**config.mk**
```make
export PLATFORM = sky130hd
export DESIGN_NAME = fixed2float_seq
export DESIGN_NICKNAME = d
export VERILOG_FILES = /design/src/rtl/fixed2float_seq.sv
export SDC_FILE = /design/constraint.sdc
export NUM_CORES = 1
export LEC_CHECK = 0
export CORE_MARGIN = 3
export CORE_UTILIZATION = 43
export CTS_BUF_LIST = sky130_fd_sc_hd__clkbuf_8
export DETAILED_ROUTE_END_ITERATION = 16
export PLACE_DENSITY_LB_ADDON = 0.1
export SLEW_MARGIN = 20
export SYNTH_ARGS = -nofsm -noshare
export SYNTH_HDL_FRONTEND = slang
export SYNTH_SLANG_ARGS = --single-unit
```
**constraint.sdc**
```tcl
create_clock -name Clock -period 6.8 [get_ports Clock]
set_input_delay 1.7 -clock Clock [delete_from_list [all_inputs] [get_ports Clock]]
set_output_delay 1.7 -clock Clock [all_outputs]
set_load 0.02 [all_outputs]
```
**src/rtl/fixed2float_seq.sv**
```systemverilog
// Sequential two's-complement fixed-point to IEEE-754 float converter.
// Build option: FIXED2FLOAT_ROUND_EN selects round-to-nearest-even over truncation.
module fixed2float_seq #(
  parameter int FLOATSIZE      = 32,
  parameter int FIXEDSIZE      = 32,
  parameter int RADIXPOINTSIZE = 8,
  parameter int EXPONENTBITS   = 8,
  parameter int MANTISSABITS   = 23
) (
  input  logic                      Clock,
  input  logic                      Reset_n,
  input  logic [FIXEDSIZE-1:0]      InFixed,
  input  logic [RADIXPOINTSIZE-1:0] InRadixPoint,
  input  logic                      InValid,
  output logic                      OutReady,
  output logic [FLOATSIZE-1:0]      OutFloat,
  output logic                      OutOverflow,
  output logic                      OutUnderflow,
  output logic                      OutValid,
  input  logic                      InReady
);

  localparam int CW   = $clog2(FIXEDSIZE);
  localparam int EW   = ((RADIXPOINTSIZE > CW) ? RADIXPOINTSIZE : CW) + 2;
  localparam int BW   = ((EW > EXPONENTBITS) ? EW : EXPONENTBITS) + 2;
  localparam int LW   = $clog2(FIXEDSIZE + 1);
  localparam int W    = FIXEDSIZE + MANTISSABITS + 1;
  localparam int BIAS = 2 ** (EXPONENTBITS - 1) - 1;
  localparam int EMAX = 2 ** EXPONENTBITS - 1;

`ifdef FIXED2FLOAT_ROUND_EN
  localparam logic RNE = 1'b1;
`else
  localparam logic RNE = 1'b0;
`endif

  typedef enum logic [2:0] {
    IDLE, ABS, NORM, ROUND, DONE
  } state_t;

  state_t state, stateNext;
  logic   armed;

  logic [FIXEDSIZE-1:0]      fixReg;
  logic [RADIXPOINTSIZE-1:0] radixReg;
  logic                      signReg;
  logic [FIXEDSIZE-1:0]      magReg;
  logic [FIXEDSIZE-2:0]      normReg;
  logic                      zeroReg;
  logic signed [EW-1:0]      expReg;

  logic [FIXEDSIZE-1:0]      magNext;
  logic [LW-1:0]             lzCnt;
  logic [FIXEDSIZE-1:0]      shiftedMag;
  logic signed [EW-1:0]      expNext;
  logic [W-1:0]              ext;
  logic [MANTISSABITS-1:0]   fracRaw;
  logic                      guardBit;
  logic                      stickyBit;
  logic                      incr;
  logic [MANTISSABITS:0]     fracSum;
  logic signed [EW-1:0]      expRnd;
  logic signed [BW-1:0]      biased;
  logic [FLOATSIZE-1:0]      floatNext;
  logic                      ovfNext;
  logic                      unfNext;

  always_ff @(posedge Clock or negedge Reset_n) begin
    if (!Reset_n) begin
      state <= IDLE;
      armed <= 1'b0;
    end else begin
      state <= stateNext;
      armed <= 1'b1;
    end
  end

  always_comb begin
    stateNext = state;
    unique case (state)
      IDLE:    if (InValid && OutReady) stateNext = ABS;
      ABS:     stateNext = NORM;
      NORM:    stateNext = ROUND;
      ROUND:   stateNext = DONE;
      DONE:    if (InReady) stateNext = IDLE;
      default: stateNext = IDLE;
    endcase
  end

  assign OutReady = armed && (state == IDLE);
  assign OutValid = (state == DONE);

  always_comb begin
    magNext = fixReg[FIXEDSIZE-1] ? (~fixReg + 1'b1) : fixReg;
  end

  always_comb begin
    lzCnt = LW'(FIXEDSIZE);
    for (int i = 0; i < FIXEDSIZE; i++) begin
      if (magReg[i]) lzCnt = LW'(FIXEDSIZE - 1 - i);
    end
    shiftedMag = magReg << lzCnt;
    expNext = $signed(EW'(FIXEDSIZE - 1))
            - $signed(EW'(lzCnt))
            - $signed(EW'(radixReg));
  end

  // Zero-padded tail makes narrow inputs exact and wide ones roundable.
  always_comb begin
    ext       = {normReg, (MANTISSABITS + 2)'(0)};
    fracRaw   = ext[W-1 -: MANTISSABITS];
    guardBit  = ext[W-1-MANTISSABITS];
    stickyBit = |ext[W-2-MANTISSABITS:0];
    incr      = RNE & guardBit & (stickyBit | fracRaw[0]);
    fracSum   = {1'b0, fracRaw} + (MANTISSABITS + 1)'(incr);
    expRnd    = expReg
              + $signed({{(EW-1){1'b0}}, fracSum[MANTISSABITS]});
    biased    = $signed({{(BW-EW){expRnd[EW-1]}}, expRnd})
              + $signed(BW'(BIAS));
  end

  always_comb begin
    floatNext = '0;
    ovfNext   = 1'b0;
    unfNext   = 1'b0;
    if (zeroReg) begin
      floatNext = '0;
    end else if (biased >= $signed(BW'(EMAX))) begin
      floatNext = {signReg, {EXPONENTBITS{1'b1}},
                   {MANTISSABITS{1'b0}}};
      ovfNext   = 1'b1;
    end else if (biased <= $signed(BW'(0))) begin
      floatNext = {signReg, {(FLOATSIZE-1){1'b0}}};
      unfNext   = 1'b1;
    end else begin
      floatNext = {signReg, biased[EXPONENTBITS-1:0],
                   fracSum[MANTISSABITS-1:0]};
    end
  end

  always_ff @(posedge Clock or negedge Reset_n) begin
    if (!Reset_n) begin
      fixReg       <= '0;
      radixReg     <= '0;
      signReg      <= 1'b0;
      magReg       <= '0;
      normReg      <= '0;
      zeroReg      <= 1'b0;
      expReg       <= '0;
      OutFloat     <= '0;
      OutOverflow  <= 1'b0;
      OutUnderflow <= 1'b0;
    end else begin
      case (state)
        IDLE: begin
          if (InValid && OutReady) begin
            fixReg   <= InFixed;
            radixReg <= InRadixPoint;
          end
        end
        ABS: begin
          signReg <= fixReg[FIXEDSIZE-1];
          magReg  <= magNext;
        end
        NORM: begin
          normReg <= shiftedMag[FIXEDSIZE-2:0];
          zeroReg <= ~shiftedMag[FIXEDSIZE-1];
          expReg  <= expNext;
        end
        ROUND: begin
          OutFloat     <= floatNext;
          OutOverflow  <= ovfNext;
          OutUnderflow <= unfNext;
        end
        default: ;
      endcase
    end
  end

endmodule

```
==> impl_metrics.tcl, run 1 <==
set metrics [dict create \
    drive_gt1_frac 0.120 \
    nNetsFinal 994 \
    dp_cells 1178 \
    p_sw_frac 0.439 \
    ff2ff_setup_slack_ps 2850 \
    max_cap_violations 0 \
    fin_util 0.521 \
    slew_viol_final 0 \
    start_util 0.444 \
    instances_no_fill 1210 \
    yosysWarnings 0 \
    synth_cells 872 \
    dr.pass1.iters 5 \
    postSynthAreaPerCell_um2 9.68 \
    clockBufferDepth 2 \
    crit_required_ps 7110 \
    cts_resized 0 \
    antenna_found_initial 0 \
    slew_headroom 0.374 \
    status "finished, final reports clean" \
    ios 80 \
    syn_to_final_growth_pct 17.4 \
    grt_max_degree 90 \
    synth_edf_count 0 \
    grt_pass1_vias 6395 \
    clkLatencyLatePin_ps 450 \
    grt-ovfl-total 0 \
    path_max_fanout 10 \
    worstMarginPinSlew_ps 936 \
    cts_sinks 145 \
    mostFrequentLayoutCells "dfrtp_1, nand2_1, clkdlybuf4s50_1" \
    setup_tns_ps 0 \
    die_w_um 146 \
    cts_root_buffer "clkbuf_8" \
    finalCriticalPeriod_ps 3950 \
    vdd_drop_max_uv 193 \
    whs_endpoint "OutOverflow" \
    min_from "OutOverflow" \
    cts_hold_buf 0 \
    drt_iter0_drc 476 \
    pwr-share-comb 0.532 \
    cts_made_buffers 17 \
    diodes 0 \
    fmax_mhz 253 \
    yosysSeqAreaShare 0.430 \
    grt_pass1_wl_um 33100 \
    gp_congestion 0.917 \
    whs_path_depth 2 \
    via_per_inst 5.53 \
    internal_power_w 0.00294 \
    num_vias 6687 \
    period_share 0.581 \
    coreArea_um2 19000 \
    dp_hpwl_um 14500 \
    yosys.cell_types.count 73 \
    powerDensity_nw_per_um2 530 \
    r2r_cells 14 \
    clkPwrFrac 0.141 \
    synth_ff_type "dfrtp_1" \
    worstReg2RegStart "magReg[20]" \
    wl_per_cell_um 16.3 \
    final_common_cell "dfrtp_1" \
    p_seq_frac 0.327 \
    wl_um 19800 \
    finalHoldViolations 0 \
    synth_nets 929 \
    num_rows 50 \
    synth_area_um2 8440 \
    cp-end-kind "register" \
    synthArstFlopShare 1.00 \
    fin_skew_ps 13.0 \
    ys_ff_latch 145 \
    p_switching_w 0.00231 \
    dieArea_um2 21400 \
    post_cts_buffers 0 \
    startpoint_type "register" \
    p_leak_nw 4.19 \
    io_buffers 79 \
    hold_class "register to register" \
    h-tree-depth 4 \
    cts_tree "yes" \
    ant_nets 0 \
    finalSetupViolCount 0 \
    crit_type "register to register" \
    clk_pin_slew_ps 70 \
    rsz0062_at_grt "no" \
    grt.total_usage 0.187 \
    cp_data_arrival_time_ps 4260 \
    drc_errors 0 \
    die_h_um 146 \
    r2r-end "expReg[8]" \
]
==> worst max-delay path by stage <==
| stage | start | slack, ps | depth (start not counted) | to |
|---|---|---|---|---|
| floorplan | magReg[18] | 2910 | 18 | expReg[8] |
| global placement | magReg[20] | 3030 | 14 | expReg[8] |
| detailed placement | magReg[8] | 2930 | 14 | expReg[8] |
| CTS | magReg[8] | 2900 | 14 | expReg[8] |
| global route | magReg[8] | 2500 | 14 | expReg[8] |
| finish | magReg[20] | 2850 | 14 | expReg[8] |
==> power groups by stage <==
stage	Combinational [W]	Clock, W	Sequential (W)
4_1_cts	0.00279	0.000764	0.00172
2_1_floorplan	0.00201	0	0.00168
3_3_place_gp	0.00278	0	0.00172
3_5_place_dp	0.00277	0	0.00174
6_report	0.00279	0.000741	0.00172
5_1_grt	0.00307	0.000799	0.00180
==> stage by stage <==
stage	hold slack (ps)	setup WS, ps	cell area (um^2)	total power, W
floorplan	449	2910	8440	0.00369
global placement	464	3030	9470	0.00450
detailed placement	463	2930	9470	0.00450
CTS	482	2900	9910	0.00527
global route	512	2500	9910	0.00567
finish	474	2850	9910	0.00525
==> metal layers <==
metal	part of all wire	global-route usage	routed length, um
met4	0.020	0.0569	396
met2	0.45	0.289	8810
met5	0	0	0
met1	0.49	0.267	9720
met3	0.042	0.0357	820
==> sequential cells by signal, summed over array words and instances (netlist names) <==
name and cells:
radixReg 8, expReg 10, magReg 32, OutOverflow 1, OutFloat 32, OutUnderflow 1, signReg 1, armed 1
state 3, fixReg 32, normReg 23, zeroReg 1
==> cell type report <==
type / count / area, um^2
clock buffer: 23 / 317
clock inverter: 9 / 128
fill: 1845 / 9100
inverter: 30 / 113
multi-input combinational: 651 / 4510
sequential: 145 / 3630
tap: 260 / 325
timing repair buffer: 92 / 890
==> worst max-delay path: stages (launching register included) <==
cell	delay (ps)
dfrtp_1	460
or4_1	620
nor2_1	230
nand3_1	210
a21oi_1	700
inv_1	310
ha_1	360
inv_1	80
a21oi_1	50
o21ai_0	150
nand2b_1	100
a21o_1	180
a21oi_1	160
xnor2_1	130
o21ai_0	80
==> cells in the mapped netlist, types with 7 or more instances <==
master,count,area share
nor2b_1,9,0.0067
mux2i_1,45,0.053
or4_1,9,0.0080
nor3_1,18,0.011
o211ai_1,10,0.0089
xor2_1,31,0.032
nand2b_1,15,0.011
dfrtp_1,145,0.43
buf_1,9,0.0040
clkbuf_1,29,0.013
a22o_1,28,0.029
nand3_1,10,0.0059
o21ai_0,42,0.025
nand2_1,84,0.037
a21oi_1,63,0.037
mux2_2,55,0.073
xnor2_1,10,0.010
ha_1,12,0.018
nor2_1,74,0.033
o31ai_1,16,0.014
inv_1,29,0.013
or3_1,7,0.0052
==> cell families (layout without fill, tap and decap cells) <==
logic type / after synthesis / count (layout) / share of synthesized area
AOI/OAI and AO/OA: 236 / 236 / 0.193
adders and majority gates: 13 / 13 / 0.0202
xor gates and xnor gates: 41 / 41 / 0.0425
DFF: 145 / 145 / 0.430
buffers and inverters: 76 / 154 / 0.0372
and+or+nand+nor: 257 / 257 / 0.142
other: 1 / 1 / 0.000444
muxes: 103 / 103 / 0.135
(Power assumes the default switching activity.)
==> run 2: changes to the inputs <==
Clock period 6.8 ns to 4.1 ns, I/O delays scaled along.
==> impl_metrics.tcl, run 2 (synthesis results as in run 1) <==
set metrics [dict create \
    post_cts_buffers 0 \
    ant_nets 0 \
    h-tree-depth 4 \
    io_buffers 79 \
    start_util 0.444 \
    path_cells "nor2b_1, or3_1, or4_1, o211ai_4, inv_1, ha_1, fa_1, nor2b_1, o21ai_0, a21oi_1, o21ai_0, nand2b_1, a21o_1, a21oi_1, xnor2_1, o21ai_0" \
    fin_skew_ps 17.3 \
    fmax_mhz 269 \
    instances_no_fill 1216 \
    num_vias 6740 \
    cts_root_buffer "clkbuf_8" \
    max_cap_violations 0 \
    via_per_inst 5.54 \
    die_w_um 146 \
    dr.pass1.iters 5 \
    seqCellArea_um2 3630 \
    finalHoldViolations 0 \
    dp_cells 1184 \
    worstMarginPinSlew_ps 979 \
    finalCriticalPeriod_ps 3720 \
    slew_headroom 0.344 \
    fillCellCount 1809 \
    slew_viol_final 0 \
    top_regs "OutFloat: 32 flops, fixReg: 32 flops, magReg: 32 flops" \
    clockBufferDepth 2 \
    grt_pass1_vias 6499 \
    grt_max_degree 77 \
    cts_sinks 145 \
    cts_resized 0 \
    powerDensity_nw_per_um2 876 \
    hold_class "register to register" \
    cts_made_buffers 17 \
    startpoint_type "register" \
    p_leak_nw 4.22 \
    path_max_fanout 7 \
    cp-end-kind "register" \
    rsz0062_at_grt "no" \
    grt-ovfl-total 0 \
    dp_hpwl_um 14500 \
    gp_congestion 0.885 \
    dieArea_um2 21400 \
    num_rows 50 \
    setup_tns_ps 0 \
    syn_to_final_growth_pct 18.2 \
    multi_input_area_um2 4510 \
    grt.total_usage 0.191 \
    clkLatencyLatePin_ps 460 \
    status "finished, final reports clean" \
    ios 80 \
    grt_pass1_wl_um 33700 \
    crit_type "register to register" \
    cts_tree "yes" \
    die_h_um 146 \
    nNetsFinal 1000 \
    crit_required_ps 4480 \
    drive_gt1_frac 0.124 \
    wl_per_cell_um 16.2 \
    diodes 0 \
    antenna_found_initial 0 \
    period_share 0.907 \
    finalSetupViolCount 0 \
    vdd_drop_max_uv 348 \
    cp_data_arrival_time_ps 4100 \
    max_stage_delay_ps 650 \
    final_common_cell "dfrtp_1" \
    drc_errors 0 \
    slowest_stage "or4_1" \
    cts_hold_buf 0 \
    crit_top_cell "o21ai_0" \
    drt_iter0_drc 508 \
    clk_pin_slew_ps 90 \
    mostFrequentLayoutCells "dfrtp_1, nand2_1, clkdlybuf4s50_1" \
    wl_um 19700 \
    coreArea_um2 19000 \
]
run 2: cell types whose count changed in the layout (fill, tap and decap cells not counted):
cell / previous run / this run
inv_1: 30 / 31
clkinv_2: 2 / 1
clkinvlp_4: 2 / 5
buf_4: 13 / 18
clkbuf_8: 23 / 17
buf_12: 0 / 1
inv_6: 0 / 1
bufinv_16: 3 / 5
run 2: power breakdown:
group	internal (W)	switching [W]
registers	0.00211	0.000773
logic	0.00210	0.00249
clock network	0.000720	0.000551
total	0.00493	0.00381
run 2: layer usage:
metal / track usage / vias up / share of wire
met5: 0 / - / 0
met4: 0.0710 / 0 / 0.021
met3: 0.0357 / 26 / 0.039
met2: 0.297 / 152 / 0.45
met1: 0.268 / 3217 / 0.49
li1: - / 3345 / -
run 2: worst paths after layout:
check,cells past startpoint,end,slack (ps),startpoint
max,16,expReg[8],380,magReg[30]
min,1,normReg[15],490,normReg[15]
max reg2reg,16,expReg[8],380,magReg[30]
min reg2reg,1,normReg[15],490,normReg[15]
max in group asynchronous,2,magReg[23],2690,Reset_n
min in group asynchronous,1,OutFloat[29],560,Reset_n
run 2: area by class of cell:
type	instances	share of cell area
repair buffers	98	0.0949
clock buffers	17	0.0234
well taps	260	0.0326
clock inverters	15	0.0218
multi-input cells	651	0.452
flip-flops and latches	145	0.364
inverters	30	0.0113
run 2: through the flow:
stage	hold slack, ps	power (W)	utilization	cell area, um^2	setup WS (ps)
2_1_floorplan	449	0.00612	-	8440	213
6_report	486	0.00874	0.525	9980	382
3_3_place_gp	458	0.00747	0.501	9530	426
3_5_place_dp	468	0.00749	0.501	9530	374
4_1_cts	486	0.00880	0.525	9980	355
5_1_grt	500	0.00950	0.525	9980	81.4
run 2: critical path, delay by kind of cell, from the launching register on:
kind | cells | cell delay (ps)
simple gates | 5 | 1400
compound gates | 7 | 980
fa+ha+maj | 2 | 610
flops | 1 | 440
xor+xnor | 1 | 120
buf+inv | 1 | 90
==> run 3: changes to the inputs <==
Settings changed: CORE_UTILIZATION 43 to 38.
==> impl_metrics.tcl, run 3 (synthesis results as in run 1) <==
set metrics [dict create \
    clk_pin_slew_ps 80 \
    dr.pass1.iters 5 \
    grt_pass1_vias 6599 \
    slew_viol_final 0 \
    antenna_found_initial 0 \
    gp_congestion 0.881 \
    wl_um 21100 \
    cts_tree "yes" \
    worstMarginPinSlew_ps 956 \
    dieArea_um2 24000 \
    num_vias 6722 \
    finalHoldViolations 0 \
    clockBufferDepth 2 \
    num_rows 53 \
    crit_type "register to register" \
    via_per_inst 5.47 \
    final_common_cell "dfrtp_1" \
    hold_class "register to register" \
    die_h_um 155 \
    powerDensity_nw_per_um2 880 \
    cts_resized 0 \
    io_buffers 79 \
    start_util 0.394 \
    fin_hold_ws_ps 476 \
    status "finished, final reports clean" \
    crit_required_ps 4470 \
    max_cap_violations 0 \
    endpoint "expReg[8]" \
    drive_gt1_frac 0.125 \
    ant_nets 0 \
    instances_no_fill 1230 \
    p_leak_nw 4.23 \
    startpoint_type "register" \
    cts_root_buffer "clkbuf_8" \
    period_share 0.906 \
    clkLatencyLatePin_ps 450 \
    p_sw_frac 0.442 \
    finalSetupViolCount 0 \
    fin_skew_ps 14.2 \
    wl_per_cell_um 17.1 \
    cp-end-kind "register" \
    worstReg2RegStart "magReg[30]" \
    cts_sinks 145 \
    syn_to_final_growth_pct 18.2 \
    grt-ovfl-total 0 \
    internal_power_w 0.00490 \
    ios 80 \
    r2r_cells 16 \
    finalCriticalPeriod_ps 3720 \
    cts_made_buffers 17 \
    dp_hpwl_um 15200 \
    fillCellCount 2076 \
    clkPwrFrac 0.142 \
    drc_errors 0 \
    p_seq_frac 0.330 \
    post_cts_buffers 0 \
    vdd_drop_max_uv 313 \
    multi_input_area_um2 4510 \
    path_max_fanout 7 \
    h-tree-depth 4 \
    die_w_um 155 \
    top_regs "OutFloat: 32 flops, fixReg: 32 flops, magReg: 32 flops" \
    fmax_mhz 269 \
    rsz0062_at_grt "no" \
    ff2ff_setup_slack_ps 380 \
    slew_headroom 0.360 \
    crit_start "magReg[30]" \
    nNetsFinal 999 \
    p_switching_w 0.00388 \
    coreArea_um2 21400 \
    grt_max_degree 83 \
    dp_cells 1198 \
    mostFrequentLayoutCells "dfrtp_1, nand2_1, clkdlybuf4s50_1" \
    setup_tns_ps 0 \
    cp_data_arrival_time_ps 4090 \
    drt_iter0_drc 409 \
    diodes 0 \
    seqCellArea_um2 3630 \
    cts_hold_buf 0 \
    grt_pass1_wl_um 35500 \
    r2r-end "expReg[8]" \
    pwr-share-comb 0.528 \
    grt.total_usage 0.181 \
]
[run 3: cell types whose count changed in the layout (fill, tap and decap cells not counted)]
| cell | change |
|---|---|
| clkbuf_8 | +6 |
| clkinvlp_4 | -5 |
| bufinv_16 | -2 |
| clkinv_2 | +2 |
| buf_4 | -1 |
| inv_1 | -1 |
[run 3: through the flow]
stage | power [W] | cell area, um^2 | worst slack [ps] | utilization
global route | 0.00955 | 9980 | 155 | 0.466
finish | 0.00879 | 9980 | 384 | 0.466
detailed placement | 0.00756 | 9540 | 380 | 0.445
CTS | 0.00884 | 9980 | 354 | 0.466
floorplan | 0.00612 | 8440 | 213 | -
global placement | 0.00753 | 9540 | 422 | 0.445
[run 3: critical path: stages (launching register included)]
cell and delay (ps):
dfrtp_1 440, nor2b_1 180, or3_1 350, or4_1 650, o211ai_4 230, inv_1 90
ha_1 210, fa_1 400, nor2b_1 120, o21ai_0 100, a21oi_1 200, o21ai_0 100
nand2b_1 110, a21o_1 120, a21oi_1 70, xnor2_1 120, o21ai_0 150
[run 3: final cells by class]
cell class | instances | share of cell area
Clock buffer | 23 | 0.0317
Clock inverter | 9 | 0.0127
Inverter | 30 | 0.0113
Multi-Input combinational cell | 651 | 0.452
Sequential cell | 145 | 0.364
Tap cell | 275 | 0.0345
Timing Repair Buffer | 97 | 0.0941
[run 3: power by group through the flow]
stage                     clock, W  combinational [W]  sequential (W)
after floorplan                  0            0.00333         0.00279
after CTS                  0.00129            0.00466         0.00290
after global placement           0            0.00462         0.00291
after detailed placement         0            0.00463         0.00293
after global routing       0.00136            0.00515         0.00303
final                      0.00125            0.00464         0.00290
[run 3: per-layer routing]
| layer | up-vias | wire (um) | GRT usage |
|---|---|---|---|
| met3 | 17 | 762 | 0.0331 |
| met2 | 143 | 9600 | 0.282 |
| li1 | 3333 | - | - |
| met1 | 3229 | 10400 | 0.262 |
| met4 | 0 | 297 | 0.0446 |
| met5 | - | 0 | 0 |
[run 3: worst min-delay path by stage]
stage	depth (start not counted)	startpoint	end	slack (ps)
after floorplan	2	normReg[12]	normReg[12]	450
after global placement	2	OutOverflow	OutOverflow	460
after detailed placement	2	OutOverflow	OutOverflow	470
after CTS	2	OutOverflow	OutOverflow	490
after global routing	1	OutFloat[1]	OutFloat[1]	520
final	2	OutOverflow	OutOverflow	480
